## src/rtl/uart_pkg.sv

```systemverilog
// uart_pkg: shared widths and types for the UART receive path.
// Optional UART_RX_FIFO_FERR_EN widens FIFO entries by a frame-error tag bit.
package uart_pkg;

   localparam int BYTE_W        = 8;
   localparam int RX_FIFO_DEPTH = 16;
   localparam int BYTE_CNT_W    = 14;

   typedef logic [BYTE_W-1:0]     byte_t;
   typedef logic [BYTE_CNT_W-1:0] byte_cnt_t;

   // Stored entry width: payload, plus the error tag when enabled.
   function automatic int entry_w(input int data_w);
`ifdef UART_RX_FIFO_FERR_EN
      return data_w + 1;
`else
      return data_w;
`endif
   endfunction

endpackage

```

## src/rtl/uart_rx_fifo_if.sv

```systemverilog
// uart_rx_fifo_if: receiver write strobe and consumer read handshake.
// UART_RX_FIFO_FERR_EN adds wr_ferr / rd_ferr alongside the data.
interface uart_rx_fifo_if
   import uart_pkg::*;
#(
   parameter int DATA_W = BYTE_W
);

   logic              wr_valid;
   logic [DATA_W-1:0] wr_data;
   logic              rd_ready;
   logic              rd_valid;
   logic [DATA_W-1:0] rd_data;
`ifdef UART_RX_FIFO_FERR_EN
   logic              wr_ferr;
   logic              rd_ferr;

   modport master (
      output wr_valid, wr_data, wr_ferr, rd_ready,
      input  rd_valid, rd_data, rd_ferr
   );

   modport slave (
      input  wr_valid, wr_data, wr_ferr, rd_ready,
      output rd_valid, rd_data, rd_ferr
   );
`else
   modport master (
      output wr_valid, wr_data, rd_ready,
      input  rd_valid, rd_data
   );

   modport slave (
      input  wr_valid, wr_data, rd_ready,
      output rd_valid, rd_data
   );
`endif

endinterface

```

## src/rtl/uart_fifo_mem.sv

```systemverilog
// uart_fifo_mem: DEPTH x WIDTH register array, one synchronous write
// port and one combinational read port; contents are never reset.
module uart_fifo_mem
   import uart_pkg::*;
#(
   parameter int DEPTH = RX_FIFO_DEPTH,
   parameter int WIDTH = BYTE_W
) (
   input  logic                     clk,
   input  logic                     we,
   input  logic [$clog2(DEPTH)-1:0] waddr,
   input  logic [WIDTH-1:0]         wdata,
   input  logic [$clog2(DEPTH)-1:0] raddr,
   output logic [WIDTH-1:0]         rdata
);

   logic [WIDTH-1:0] mem [DEPTH];

   // Store the incoming entry at the write address.
   always_ff @(posedge clk) begin
      if (we) begin
         mem[waddr] <= wdata;
      end
   end

   assign rdata = mem[raddr];

endmodule

```

## src/rtl/uart_rx_fifo.sv

```systemverilog
// uart_rx_fifo: FWFT byte buffer behind the UART receiver with occupancy,
// sticky overflow and accepted-byte counter. Option: UART_RX_FIFO_FERR_EN.
module uart_rx_fifo
   import uart_pkg::*;
#(
   parameter int DEPTH  = RX_FIFO_DEPTH,
   parameter int DATA_W = BYTE_W
) (
   input  logic                   clk,
   input  logic                   rst,
   uart_rx_fifo_if.slave          bus,
   input  logic                   ovf_clr,
   output logic [$clog2(DEPTH):0] count,
   output logic                   full,
   output logic                   empty,
   output logic                   ovf,
   output byte_cnt_t              byte_total
);

   localparam int PTR_W = $clog2(DEPTH);
   localparam int CNT_W = PTR_W + 1;
   localparam int ENT_W = entry_w(DATA_W);

   localparam logic [CNT_W-1:0] CNT_FULL = CNT_W'(DEPTH);
   localparam logic [CNT_W-1:0] CNT_ONE  = CNT_W'(1);
   localparam logic [PTR_W-1:0] PTR_ONE  = PTR_W'(1);

   logic [PTR_W-1:0] wr_ptr;
   logic [PTR_W-1:0] rd_ptr;
   logic             push;
   logic             pop;
   logic             drop;
   logic [ENT_W-1:0] wdata;
   logic [ENT_W-1:0] rdata;

   assign empty        = (count == '0);
   assign full         = (count == CNT_FULL);
   assign bus.rd_valid = ~empty;

   // A pop frees a slot in the same cycle, so a full FIFO still accepts.
   assign pop  = bus.rd_ready & ~empty;
   assign push = bus.wr_valid & (~full | pop);
   assign drop = bus.wr_valid & full & ~pop;

`ifdef UART_RX_FIFO_FERR_EN
   assign wdata       = {bus.wr_ferr, bus.wr_data};
   assign bus.rd_data = rdata[DATA_W-1:0];
   // Masked so the tag reads 0 after reset while memory is stale.
   assign bus.rd_ferr = rdata[DATA_W] & ~empty;
`else
   assign wdata       = bus.wr_data;
   assign bus.rd_data = rdata;
`endif

   uart_fifo_mem #(
      .DEPTH (DEPTH),
      .WIDTH (ENT_W)
   ) u_mem (
      .clk   (clk),
      .we    (push & ~rst),
      .waddr (wr_ptr),
      .wdata (wdata),
      .raddr (rd_ptr),
      .rdata (rdata)
   );

   // Advance write/read pointers; they wrap naturally modulo DEPTH.
   always_ff @(posedge clk) begin
      if (rst) begin
         wr_ptr <= '0;
         rd_ptr <= '0;
      end else begin
         if (push) begin
            wr_ptr <= wr_ptr + PTR_ONE;
         end
         if (pop) begin
            rd_ptr <= rd_ptr + PTR_ONE;
         end
      end
   end

   // Occupancy: net change of simultaneous push and pop is zero.
   always_ff @(posedge clk) begin
      if (rst) begin
         count <= '0;
      end else begin
         unique case ({push, pop})
            2'b10:   count <= count + CNT_ONE;
            2'b01:   count <= count - CNT_ONE;
            default: count <= count;
         endcase
      end
   end

   // Sticky overflow; a drop wins over a same-cycle clear.
   always_ff @(posedge clk) begin
      if (rst) begin
         ovf <= 1'b0;
      end else if (drop) begin
         ovf <= 1'b1;
      end else if (ovf_clr) begin
         ovf <= 1'b0;
      end
   end

   // Count accepted bytes only; wraps at 2^BYTE_CNT_W.
   always_ff @(posedge clk) begin
      if (rst) begin
         byte_total <= '0;
      end else if (push) begin
         byte_total <= byte_total + byte_cnt_t'(1);
      end
   end

endmodule

```

## src/flat_wrapper.sv

```systemverilog
// flat-port wrapper written by rule: the top's interface ports become plain ports
module uart_rx_fifo_flat import uart_pkg::*;
#(
   parameter int DEPTH  = RX_FIFO_DEPTH,
   parameter int DATA_W = BYTE_W
)
  (clk, rst, ovf_clr, count, full, empty, ovf, byte_total, bus_wr_valid, bus_wr_data, bus_rd_ready, bus_rd_valid, bus_rd_data);
  uart_rx_fifo_if #(.DATA_W(DATA_W)) bus_i ();
  input  logic clk;
  input  logic rst;
  input  logic ovf_clr;
  output logic [$clog2(DEPTH):0] count;
  output logic full;
  output logic empty;
  output logic ovf;
  output byte_cnt_t byte_total;
  input wire logic [$bits(bus_i.wr_valid)-1:0] bus_wr_valid;
  input wire logic [$bits(bus_i.wr_data)-1:0] bus_wr_data;
  input wire logic [$bits(bus_i.rd_ready)-1:0] bus_rd_ready;
  output wire logic [$bits(bus_i.rd_valid)-1:0] bus_rd_valid;
  output wire logic [$bits(bus_i.rd_data)-1:0] bus_rd_data;
  assign bus_i.wr_valid = bus_wr_valid;
  assign bus_i.wr_data = bus_wr_data;
  assign bus_i.rd_ready = bus_rd_ready;
  assign bus_rd_valid = bus_i.rd_valid;
  assign bus_rd_data = bus_i.rd_data;
  uart_rx_fifo #(.DEPTH(DEPTH), .DATA_W(DATA_W)) u_core (.clk(clk), .rst(rst), .bus(bus_i), .ovf_clr(ovf_clr), .count(count), .full(full), .empty(empty), .ovf(ovf), .byte_total(byte_total));
endmodule
```

## config.mk

```make
export PLATFORM = sky130hd
export DESIGN_NAME = uart_rx_fifo_flat
export DESIGN_NICKNAME = d
export VERILOG_FILES = /design/src/rtl/uart_pkg.sv /design/src/rtl/uart_rx_fifo_if.sv /design/src/rtl/uart_fifo_mem.sv /design/src/rtl/uart_rx_fifo.sv /design/src/flat_wrapper.sv
export SDC_FILE = /design/constraint.sdc
export NUM_CORES = 1
export LEC_CHECK = 0
export ABC_AREA = 1
export CORE_MARGIN = 5
export CORE_UTILIZATION = 53
export CTS_CLUSTER_DIAMETER = 50
export DETAILED_ROUTE_END_ITERATION = 8
export PLACE_DENSITY = 0.75
export SETUP_SLACK_MARGIN = 0.3
export SLEW_MARGIN = 0
export SYNTH_ARGS = -nofsm -noshare
export SYNTH_HDL_FRONTEND = slang
export SYNTH_HIERARCHICAL = 1
export SYNTH_SLANG_ARGS = --single-unit
```

## constraint.sdc

```tcl
create_clock -name clk -period 2.1 [get_ports clk]
set_clock_uncertainty 0.1 [all_clocks]
set_input_delay 0.63 -clock clk [delete_from_list [all_inputs] [get_ports clk]]
set_output_delay 0.63 -clock clk [all_outputs]
set_load 0.03 [all_outputs]
```

Word level (Yosys, flattened, before mapping)
Memory sizes are Yosys's and may differ from the RTL's. A register that Yosys moved wholly into a read port is not among the register bits.
Cells that the tools add are included.
- $add $sub $neg: 5
- equality and inequality tests: 3
- mux-type cells: 7
- bitwise logic cells: 10
- reduce and logical (&&, ||, !) cells: 3
- operators by type and width (cell ; number):
    adder 14 x 1 -> 14 bit (second input constant) ; 1
    one-hot mux 5 bit (2 select lines) ; 1
    adder 4 x 1 -> 4 bit (second input constant) ; 2
    two-way mux 4 bit ; 2
    adder 5 x 1 -> 5 bit (second input constant) ; 1
    bitwise AND 1 bit ; 5
    == test 5 bit (second input constant) ; 1
    logical NOT 5 bit ; 1
    subtractor 5 x 1 -> 5 bit (second input constant) ; 1
    two-way mux 1 bit ; 4
    NOT 1 bit ; 4
    nonzero test 2 bit ; 2
    == test 2 x 1 -> 1 bit (second input constant) ; 1
    == test 2 bit (second input constant) ; 1
    OR 1 bit ; 1
- register bits after elaboration: 28
- RAM bits: 128
- output and inout bits: 31
- logic and storage cells: 34
- memories kept: 1
- memories (name ; depth ; bits a word ; rd ports ; clocked after Yosys merged registers in ; write ports ; line ; source):
    u_core.u_mem.mem ; 16 ; 8 ; 1 ; 1 ; 1 ; uart_fifo_mem.sv:17 ; logic [WIDTH-1:0] mem [DEPTH];

Longest topological paths before layout
- word-level depth: 8
- depth in mapped cells: 15
- depth with buffers taken out: 15

Modules after synthesis
The synthesis kept the hierarchy.
- modules (own cells, without submodules) (module ; times used ; cells each ; area each (µm²) ; sequential area each (µm²)):
    uart_fifo_mem ; 1 ; 543 ; 5606.6 ; 3843.7
    uart_rx_fifo ; 1 ; 224 ; 1541.5 ; 560.5

Least setup slack after synthesis
Ideal clock, no wire load.
- path type: flip-flop to flip-flop
- start point: register u_core.count[1]
- end point: register u_core.count[4]
- library setup time: 0.116 ns
- arrival time: 2.188 ns
- required time: 1.884 ns
- slack: -0.304 ns
- cell stages (with the launch flop): 16
- path buffers: 0
- clock period less this slack: 2.404 ns
- path through: dfxtp_1 > nor2_1 > nand3_2 > nand2_4 > inv_2 > nand2_2 > inv_1 > fa_1 > nand2_1 > nand2_1 > a21oi_1 > nand2_1 > nand2_1 > nand3_1 > nand2_1 > nor2_1
- word-level cells in the longest chain between the ends: 7
- elaborated cells on any way between the ends: 13
- those cells by class: add/sub (2); eq/ne (3); mux (1); bitwise (5); reduce/logical (2)
- RTL lines (what ; line ; source):
    start, declared ; uart_rx_fifo.sv:13 ; output logic [$clog2(DEPTH):0] count,
    start signal, assigned ; uart_rx_fifo.sv:88 ; 2'b10: count <= count + CNT_ONE;
    start signal, assigned ; uart_rx_fifo.sv:89 ; 2'b01: count <= count - CNT_ONE;
    start signal, assigned ; uart_rx_fifo.sv:90 ; default: count <= count;
    logical NOT 5 bit * ; uart_rx_fifo.sv:36 ; assign empty = (count == '0);
    NOT 1 bit * ; -- ;
    named net bus_rd_valid ; flat_wrapper.sv:20 ; output wire logic [$bits(bus_i.rd_valid)-1:0] bus_rd_valid;
    bitwise AND 1 bit * ; uart_rx_fifo.sv:41 ; assign pop = bus.rd_ready & ~empty;
    OR 1 bit ; uart_rx_fifo.sv:42 ; assign push = bus.wr_valid & (~full | pop);
    bitwise AND 1 bit ; uart_rx_fifo.sv:42 ;
    == test 2 x 1 -> 1 bit or == test 2 bit (tied branches) ; uart_rx_fifo.sv:87 ; unique case ({push, pop})
    one-hot mux 5 bit (2 select lines) or nonzero test 2 bit (tied branches) ; -- ;
Mark *: on every way through the listed nets, which the timed path passes. The rest lies on a longest branch.
A chain may end at the register's enable or synchronous reset.

==> flow_metrics.py <==
metrics = {
    "min_path": {
        "hold_depth": 2,
        "hold_path.class": "reg2reg",
    },
    "floorplan": {
        "die-area_sq_um": 15900,
        "rows": 42,
        "die_x_um": 126,
        "initial_utilization": 0.540,
        "core_area_sq_um": 13200,
        "die_h_um": 126,
        "io_pins": 44,
    },
    "logic_synthesis": {
        "ys_ff_latch": 156,
        "synth-compound-area-share": 0.0247,
        "synth_adder_area_share": 0.0133,
        "muxShareOfSynthArea": 0,
        "synth_top_family_by_area": "simple AND/OR/NAND/NOR gates",
        "synth_cell_types": 27,
        "synth_top_area_share": 0.538,
        "synth_simple_gate_area_share": 0.237,
        "synth_top_cell_by_area": "edfxtp_1",
        "yosysWarningCount": 6,
        "syn_area_per_cell_sq_um": 9.32,
        "synth_area_leaders": "edfxtp_1 54%, nand2_1 12%, dfxtp_1 7.8%, nand3_1 7.8%, inv_1 6.4%",
        "synth_fp_nets": 787,
        "syn_inst": 767,
        "ys_seq_area_frac": 0.616,
        "yosys.area_share.xor_xnor": 0.0135,
        "netlist_area_sq_um": 7150,
    },
    "placed_design": {
        "placed_cells": 993,
        "portBuffers": 43,
        "gp_congestion": 0.915,
        "dp.final_hpwl_um": 10800,
        "post-place-ws_ps": -410,
    },
    "clock_network": {
        "htreeDepth": 4,
        "cts.root.buffer_cell": "clkbuf_16",
        "cts_tree": "yes",
        "clockBufferDepth": 2,
        "cts_sinks": 156,
        "clk_pin_slew_ps": 60,
        "clock_latency_ps": 430,
        "numCtsBuffers": 17,
    },
    "final_layout": {
        "fin_nets": 888,
        "fin_cells": 1056,
        "synthToLayoutAreaGrowth_pct": 32.1,
        "fin_util": 0.713,
        "diodes": 0,
        "multi_input_comb_area_sq_um": 2450,
        "drive_gt1_frac": 0.247,
        "fill_cells": 879,
        "ff_latch_area_sq_um": 4430,
        "final_cell_mix": "211 x nand2_1, 128 x edfxtp_1, 119 x inv_1, 86 x nand3_1, 40 x buf_6",
        "layout_commonest_cell": "nand2_1",
    },
    "sta": {
        "maxSlewViolCount": 0,
        "finalCritPeriodShare": 1.21,
        "setup_viol": 10,
        "hold_slack_ps": 375,
        "hold_viol": 0,
        "fin_ws_ps": -437,
        "worst_pin_slew_ps": 613,
        "slew_headroom": 0.591,
        "fmax_ghz": 0.394,
        "rsz0062_at_grt": "true",
        "min_period_ps": 2540,
    },
    "worst_setup_path": {
        "path_class": "reg2out",
        "endpoint_kind": "primary output",
        "crit_path_max_fanout": 8,
        "critPathLaunchType": "register",
        "required_ps": 1370,
        "arrival_ps": 1810,
        "r2r_cells": 16,
    },
    "global_route": {
        "grt_pass1_wl_um": 27400,
        "grt_usage": 0.224,
        "grt-ovfl-total": 0,
        "antenna_found_initial": 0,
        "grt_start_max_net_pins": 33,
        "first_global_vias": 5317,
    },
    "pwr": {
        "vdd_drop_max_v": 0.000947,
        "powerDensity_nw_per_um2": 1060,
        "p_leak_nw": 3.99,
    },
    "route": {
        "wl_per_cell_um": 18.1,
        "drc": 0,
        "num_vias": 5788,
        "vias_per_cell": 5.48,
        "wirelength_um": 19100,
        "ant_nets": 0,
        "drt-initial-drc-count": 591,
        "first_pass_iters": 7,
    },
    "run_status": {
        "outcome": "finished, violations left",
        "failed_checks": "negative setup slack",
    },
    "job": {
        "cap_viol_max_count": 0,
    },
}
==> metrics by stage <==
stage	TNS [ps]	power, mW	area [sq um]
2_1_floorplan	0	5.21	7360
3_3_place_gp	-34560	5.96	8140
3_5_place_dp	-38750	6.01	8140
4_1_cts	-2890	9.56	9070
5_1_grt	-3900	10.4	9440
6_report	-3230	10.0	9440
==> flip-flops by register name, indices dropped and copies added (netlist names) <==
| signal | cells |
|---|---|
| u_core/rd_ptr | 4 |
| u_core/u_mem/mem | 128 |
| u_core/count | 5 |
| u_core/ovf | 1 |
| u_core/wr_ptr | 4 |
| u_core/byte_total | 14 |
==> critical path, stage by stage, from the launching register on <==
cell and delay [ps]:
dfxtp_4 410, buf_8 170, clkbuf_16 170, nand2_1 50, nand3_1 110, nand3_1 100
nand3_1 130, nand2_2 90, buf_6 140
==> final cells by class <==
class | instances | area share
clock inverter | 12 | 0.0162
sequential | 156 | 0.469
timing repair buffer | 112 | 0.134
multi-input combinational | 454 | 0.259
inverter | 127 | 0.0518
clock buffer | 19 | 0.0458
tap | 176 | 0.0233
==> path summary, 6_finish.rpt <==
| kind | end | from | slack (ps) |
|---|---|---|---|
| setup / recovery | bus_rd_data[6] | u_core/rd_ptr[0]$_SDFFE_PP0N_ | -440 |
| hold / removal | u_core/ovf$_SDFFE_PP0P_ | u_core/ovf$_SDFFE_PP0P_ | 370 |
| setup reg to reg | u_core/count[4]$_SDFFE_PP0P_ | u_core/count[2]$_SDFFE_PP0P_ | -10 |
| hold reg to reg | u_core/ovf$_SDFFE_PP0P_ | u_core/ovf$_SDFFE_PP0P_ | 370 |
==> metal layers <==
| layer | vias to the layer above | share of wire | global-route usage |
|---|---|---|---|
| met2 | 331 | 0.49 | 0.372 |
| met4 | 0 | 0.030 | 0.0883 |
| li1 | 2669 | - | - |
| met3 | 55 | 0.095 | 0.0525 |
| met1 | 2733 | 0.38 | 0.285 |
| met5 | - | 0 | 0 |
==> kinds of logic after synthesis <==
| logic type | count (synthesis) |
|---|---|
| compound gates | 34 |
| buf+inv | 157 |
| fa+ha+maj | 7 |
| simple gates | 402 |
| flops | 156 |
| xor+xnor | 11 |
==> report_power, final <==
part           switching (mW)  leakage (nW)  internal (mW)
combinational            1.91          2.32           1.48
clock                    1.12         0.286           1.95
sequential              0.100          1.39           3.45
total                    3.13          3.99           6.88
==> cells in the mapped netlist (all sizes together) <==
library cell,instances
a21oi,19
buf,27
clkbuf,3
dfxtp,28
edfxtp,128
fa,1
ha,6
inv,127
nand2,231
nand3,113
nand3b,2
nand4,2
nor2,52
nor3,2
o21ai,14
o21bai,1
xnor2,3
xor2,8
==> what timing repair did <==
item                                    in CTS  in global routing
cloned                                       3                  5
endpoints found under the setup margin     163                165
setup buffers                               12                 12
pin swaps                                   20                 18
resized for setup                          182                 56
endpoints found under the hold margin        0                  0
hold buffers                                 0                  0
No activity file was read; power rests on OpenSTA's default activity.
